## config.mk

```make
export PLATFORM = sky130hd
export DESIGN_NAME = iterative_multiplier
export DESIGN_NICKNAME = d
export VERILOG_FILES = /design/src/rtl/mult_pkg.sv /design/src/rtl/mult_finalize.sv /design/src/rtl/iterative_multiplier.sv
export SDC_FILE = /design/constraint.sdc
export NUM_CORES = 1
export LEC_CHECK = 0
export BUFFER_PORTS_ARGS = -buffer_cell sky130_fd_sc_hd__buf_2
export CAP_MARGIN = 20
export CORE_MARGIN = 1.5
export CORE_UTILIZATION = 37
export DETAILED_ROUTE_END_ITERATION = 7
export GPL_TIMING_DRIVEN = 0
export SYNTH_ARGS = -nofsm -noshare
export SYNTH_HDL_FRONTEND = slang
export SYNTH_SLANG_ARGS = --single-unit
export TNS_END_PERCENT = 50
```

## constraint.sdc

```tcl
create_clock -name Clk -period 14.2 [get_ports Clk]
set_clock_uncertainty 0.2 [all_clocks]
set_input_delay 0.71 -clock Clk [delete_from_list [all_inputs] [get_ports Clk]]
set_output_delay 0.71 -clock Clk [all_outputs]
set_load 0.05 [all_outputs]
```

## src/rtl/mult_pkg.sv

```systemverilog
// Shared types and constants for the iterative shift-add multiplier.
package mult_pkg;

  localparam int WIDTH_DEF = 32;
  localparam int ITERS     = 32;

  typedef enum logic [1:0] {
    IDLE = 2'd0,
    RUN  = 2'd1,
    FIX  = 2'd2,
    DONE = 2'd3
  } state_t;

  // accOp encodings; 2'b11 falls through to a plain product
  localparam logic [1:0] ACC_NONE = 2'b00;
  localparam logic [1:0] ACC_ADD  = 2'b01;
  localparam logic [1:0] ACC_SUB  = 2'b10;

endpackage

```

## src/rtl/mult_finalize.sv

```systemverilog
// Final-cycle correction: restore product sign, then fold in HI:LO accumulate/subtract.
module mult_finalize
  import mult_pkg::*;
#(
  parameter int WIDTH = WIDTH_DEF
) (
  input  logic [2*WIDTH-1:0] i_prod,
  input  logic               i_neg,
  input  logic [1:0]         i_acc_op,
  input  logic [2*WIDTH-1:0] i_acc_in,
  output logic [2*WIDTH-1:0] o_result
);

  logic [2*WIDTH-1:0] w_prod_s;

  // Magnitude product back to two's complement when operand signs differed
  assign w_prod_s = i_neg ? (~i_prod + 1'b1) : i_prod;

  // Accumulate/subtract wraps modulo 2^(2*WIDTH) with no overflow flag
  always_comb begin
    o_result = w_prod_s;
    case (i_acc_op)
      ACC_ADD: o_result = i_acc_in + w_prod_s;
      ACC_SUB: o_result = i_acc_in - w_prod_s;
      default: o_result = w_prod_s;
    endcase
  end

endmodule

```

## src/rtl/iterative_multiplier.sv

```systemverilog
// Radix-2 shift-add multiplier, one bit per cycle, start/busy/done handshake.
// Signed operands are reduced to magnitudes up front and the sign is reapplied
// in the FIX cycle, so the inner loop is a plain unsigned shift-add.
module iterative_multiplier
  import mult_pkg::*;
#(
  parameter int WIDTH = WIDTH_DEF
) (
  input  logic               Clk,
  input  logic               Reset,
  input  logic               start,
  input  logic               signedOp,
  input  logic [1:0]         accOp,
  input  logic [WIDTH-1:0]   A,
  input  logic [WIDTH-1:0]   B,
  input  logic [2*WIDTH-1:0] accIn,
  output logic [2*WIDTH-1:0] multResult,
  output logic               busy,
  output logic               done
);

  localparam int CNT_W = $clog2(WIDTH);
  localparam logic [CNT_W-1:0] LAST = CNT_W'(WIDTH - 1);

  state_t             r_state;
  logic [WIDTH-1:0]   r_mcand;
  logic [WIDTH-1:0]   r_mplier;
  logic [2*WIDTH-1:0] r_prod;
  logic [CNT_W-1:0]   r_cnt;
  logic               r_neg;
  logic [1:0]         r_acc_op;
  logic [2*WIDTH-1:0] r_acc_in;

  logic [WIDTH-1:0]   w_mag_a;
  logic [WIDTH-1:0]   w_mag_b;
  logic [WIDTH:0]     w_sum;
  logic [WIDTH:0]     w_upper;
  logic [2*WIDTH-1:0] w_final;
  logic               w_accept;

  // |MIN_INT| still fits in WIDTH unsigned bits, so no extra magnitude bit is stored
  assign w_mag_a = (signedOp && A[WIDTH-1]) ? (~A + 1'b1) : A;
  assign w_mag_b = (signedOp && B[WIDTH-1]) ? (~B + 1'b1) : B;

  // Carry out of the upper-half add is kept and shifted into the MSB
  assign w_sum   = {1'b0, r_prod[2*WIDTH-1:WIDTH]} + {1'b0, r_mcand};
  assign w_upper = r_mplier[0] ? w_sum : {1'b0, r_prod[2*WIDTH-1:WIDTH]};

  assign w_accept = start && ((r_state == IDLE) || (r_state == DONE));

  mult_finalize #(.WIDTH(WIDTH)) u_fin (
    .i_prod   (r_prod),
    .i_neg    (r_neg),
    .i_acc_op (r_acc_op),
    .i_acc_in (r_acc_in),
    .o_result (w_final)
  );

  // Control FSM plus datapath; all outputs registered
  always_ff @(posedge Clk or posedge Reset) begin
    if (Reset) begin
      r_state    <= IDLE;
      r_mcand    <= '0;
      r_mplier   <= '0;
      r_prod     <= '0;
      r_cnt      <= '0;
      r_neg      <= 1'b0;
      r_acc_op   <= ACC_NONE;
      r_acc_in   <= '0;
      multResult <= '0;
      busy       <= 1'b0;
      done       <= 1'b0;
    end else begin
      case (r_state)
        IDLE, DONE: begin
          done <= 1'b0;
          if (w_accept) begin
            r_mcand  <= w_mag_a;
            r_mplier <= w_mag_b;
            r_neg    <= (A[WIDTH-1] ^ B[WIDTH-1]) & signedOp;
            r_acc_op <= accOp;
            r_acc_in <= accIn;
            r_prod   <= '0;
            r_cnt    <= '0;
            busy     <= 1'b1;
            r_state  <= RUN;
          end else begin
            r_state  <= IDLE;
          end
        end
        RUN: begin
          r_prod   <= {w_upper, r_prod[WIDTH-1:1]};
          r_mplier <= r_mplier >> 1;
          r_cnt    <= r_cnt + 1'b1;
          if (r_cnt == LAST) r_state <= FIX;
        end
        FIX: begin
          multResult <= w_final;
          busy       <= 1'b0;
          done       <= 1'b1;
          r_state    <= DONE;
        end
        default: r_state <= IDLE;
      endcase
    end
  end

endmodule

```

==> flow_summary.json <==
{
  "cts_root_buf": "clkbuf_16",
  "grt_first_pass_wirelength_um": 110000,
  "rsz0062_at_grt": "false",
  "r2r_slack_ns": 6.41,
  "die_x_um": 240,
  "cts_tree": "yes",
  "dr_total_vias": 19700,
  "critPathKind": "reg2reg",
  "grt_usage_pct": 24.3,
  "drv_cap": 0,
  "hpwlAfterDp_um": 55800,
  "drv_slew": 0,
  "drt_first_pass_iters": 7,
  "final_nets": 2955,
  "cp-end-kind": "register",
  "cp_max_fo": 10,
  "routed_wl_um": 70600,
  "hp-class": "in2async",
  "synth_flop_cell": "dfrtp_1",
  "ys_types": 89,
  "synth_xor_area_share_pct": 11.0,
  "cts_buffers": 35,
  "r2r-start": "r_prod[0]",
  "synth_warnings": 0,
  "fillers": 5568,
  "antenna_found_initial": 0,
  "cts_setup_buffers": 0,
  "synth_edf_count": 0,
  "coreArea_mm2": 0.0553,
  "layout_common_cells": "268 x dfrtp_1, 257 x nand2_1, 240 x a21oi_1",
  "synthArstFlopShare_pct": 100,
  "synth-compound-area-share_pct": 22.2,
  "max_freq_ghz": 0.128,
  "finalSetupViolCount": 0,
  "worst_path_max_delay_cell": "nor4bb_1",
  "syn_avg_cell_area_um2": 8.41,
  "yosysSeqAreaShare_pct": 32.2,
  "hold_viol_final": 0,
  "layout_commonest_cell": "dfrtp_1",
  "wire_per_inst_um": 20.2,
  "cts.path.max_buffers": 3,
  "crit_arrival_ns": 8.05,
  "clock-sinks": 268,
  "cpMostUsedCell": "clkbuf_1",
  "place_congestion": 0.941,
  "required_ns": 14.46,
  "synth_fp_nets": 2717,
  "status": "complete, no violations",
  "drt_iter0_drc": 1447,
  "ys_seq_elements": 268,
  "antenna_left": 0,
  "cts_resized": 0,
  "initial_utilization_pct": 37.6,
  "setup_tns_ns": 0,
  "grt_max_degree": 101,
  "ios": 200,
  "clock_latency_ns": 0.57,
  "drcViolationCount": 0,
  "antenna_cells": 0,
  "syn_to_final_growth_pct": 15.2,
  "grt_overflow_total": 0,
  "cts-htree-levels": 2,
  "critPathLaunchType": "register",
  "rows": 86,
  "rr_worst_depth": 28,
  "synth_top_family_by_area": "compound AO/OA/AOI/OAI gates",
  "relSlewSlack_pct": 32.0,
  "critical_path.top_delay_family": "simple AND/OR/NAND/NOR gates",
  "layout-drive-gt1-share_pct": 14.5,
  "synth_adder_area_share_pct": 6.50,
  "cts.reportedPaths.clkPinSlew_ns": 0.06,
  "vias_per_cell": 5.64,
  "die-height_um": 240,
  "cp_num_buf_inv": 6,
  "synthSimpleGateAreaFrac_pct": 18.4,
  "synthCells": 2476,
  "die_area_mm2": 0.0577,
  "layout_min_cycle_time_ns": 7.79,
  "postCtsHoldBufs": 0,
  "grt_pass1_vias": 19000,
  "tightest_slew_ns": 1.02,
  "netlist_area_mm2": 0.0208,
  "fin_crit_sh_pct": 54.9,
  "crit_path_max_incr_delay_ns": 0.77,
  "port_buffers": 199,
  "synthMuxAreaShare_pct": 5.96,
  "r2r_end": "multResult[60]"
}
## cells in the mapped netlist, types with 8 or more instances
master    instances  area share, %
nand2b_1         26           0.78
o21a_1           15           0.54
o21ai_0         185            4.4
and3_1           24           0.72
nor4_1           18           0.54
nand4_1          20           0.60
or4_1            15           0.54
xor2_1          125            5.3
clkbuf_1        113            2.0
mux2_2           83            4.5
a21o_1           72            2.6
ha_1            105            6.3
nor3_1           29           0.70
or2_2             8           0.24
nand2_1         257            4.6
o31ai_1          45            1.6
inv_1            53           0.96
a21oi_1         240            5.8
nand3b_1          9           0.32
o21bai_1         14           0.50
or3_1            19           0.57
and2_1           13           0.39
o211ai_1          8           0.29
nor2b_1          19           0.57
nand3_1          64            1.5
mux2i_1          29            1.4
dfrtp_1         268             32
o41ai_1          22           0.93
nor2_1          214            3.9
a211oi_1         12           0.43
a31oi_1          46            1.4
o22ai_1          19           0.57
buf_2             8           0.19
buf_1            21           0.38
xnor2_1         135            5.7
## area by class of cell
| cell class | instances | area [um^2] | share of cell area (%) |
|---|---|---|---|
| buffer | 146 | 577 | 2.41 |
| clock buffer | 45 | 985 | 4.11 |
| clock inverter | 15 | 176 | 0.736 |
| inverter | 53 | 206 | 0.861 |
| multi-input combinational | 2009 | 13300 | 55.6 |
| sequential | 268 | 6710 | 28.0 |
| tap | 748 | 936 | 3.90 |
| timing repair buffer | 201 | 1050 | 4.38 |
## worst reg2reg max path: cells and delay by family (launching register included)
kind                     cells  cell delay, ns
AND/OR/NAND/NOR             10            2.39
AO/OA/AOI/OAI                8            2.35
buffers and inverters        6            1.45
adder cells (fa/ha/maj)      2            0.55
flip-flops                   1            0.38
XOR/XNOR                     2            0.37
## how the worst max path moves through the flow
stage	from	endpoint	slack (ns)	cells after the start
2_1_floorplan	Reset	busy	5.91	1
6_report	r_prod[0]	multResult[60]	6.41	28
3_5_place_dp	r_prod[0]	multResult[60]	6.55	28
4_1_cts	r_prod[0]	multResult[60]	6.49	28
5_1_grt	r_prod[0]	multResult[60]	5.88	28
3_3_place_gp	Reset	multResult[53]	3.00	2
## registers in the layout (all words and copies together) (netlist names)
| register | count |
|---|---|
| r_mcand | 32 |
| r_state | 2 |
| done | 1 |
| r_cnt | 5 |
| multResult | 64 |
| r_neg | 1 |
| busy | 1 |
| r_mplier | 32 |
| r_acc_in | 64 |
| r_prod | 64 |
| r_acc_op | 2 |
## cells by family after synthesis
logic type | count (synthesis)
and+or+nand+nor | 782
AOI/OAI and AO/OA | 746
DFF | 268
xor gates and xnor gates | 261
buffers and inverters | 199
muxes | 113
adders and majority gates | 107
## layer usage
metal  wire, um  vias to the layer above  global-route usage, %
li1           -                     9412                      -
met2      31700                      683                   38.9
met1      33000                     9480                   34.2
met5          0                        -                      0
met3       4350                       91                   3.42
met4       1480                        0                   6.14
## metrics by stage
| step | hold slack, ns | cell area (um^2) | cells | utilization (%) | setup WS [ns] |
|---|---|---|---|---|---|
| 2_1_floorplan | 0.245 | 20800 | 2476 | - | 5.91 |
| 3_3_place_gp | 0.263 | 22700 | 3423 | 41.1 | 3.00 |
| 3_5_place_dp | 0.272 | 22800 | 3425 | 41.2 | 6.55 |
| 4_1_cts | 0.0242 | 24000 | 3485 | 43.3 | 6.49 |
| 5_1_grt | 0.0523 | 24000 | 3485 | 43.3 | 5.88 |
| 6_report | 0.00794 | 24000 | 3485 | 43.3 | 6.41 |
Power is left out: the tool's default activity adds up to more than one toggle a clock period on the data nets, which glitch-free logic cannot reach.
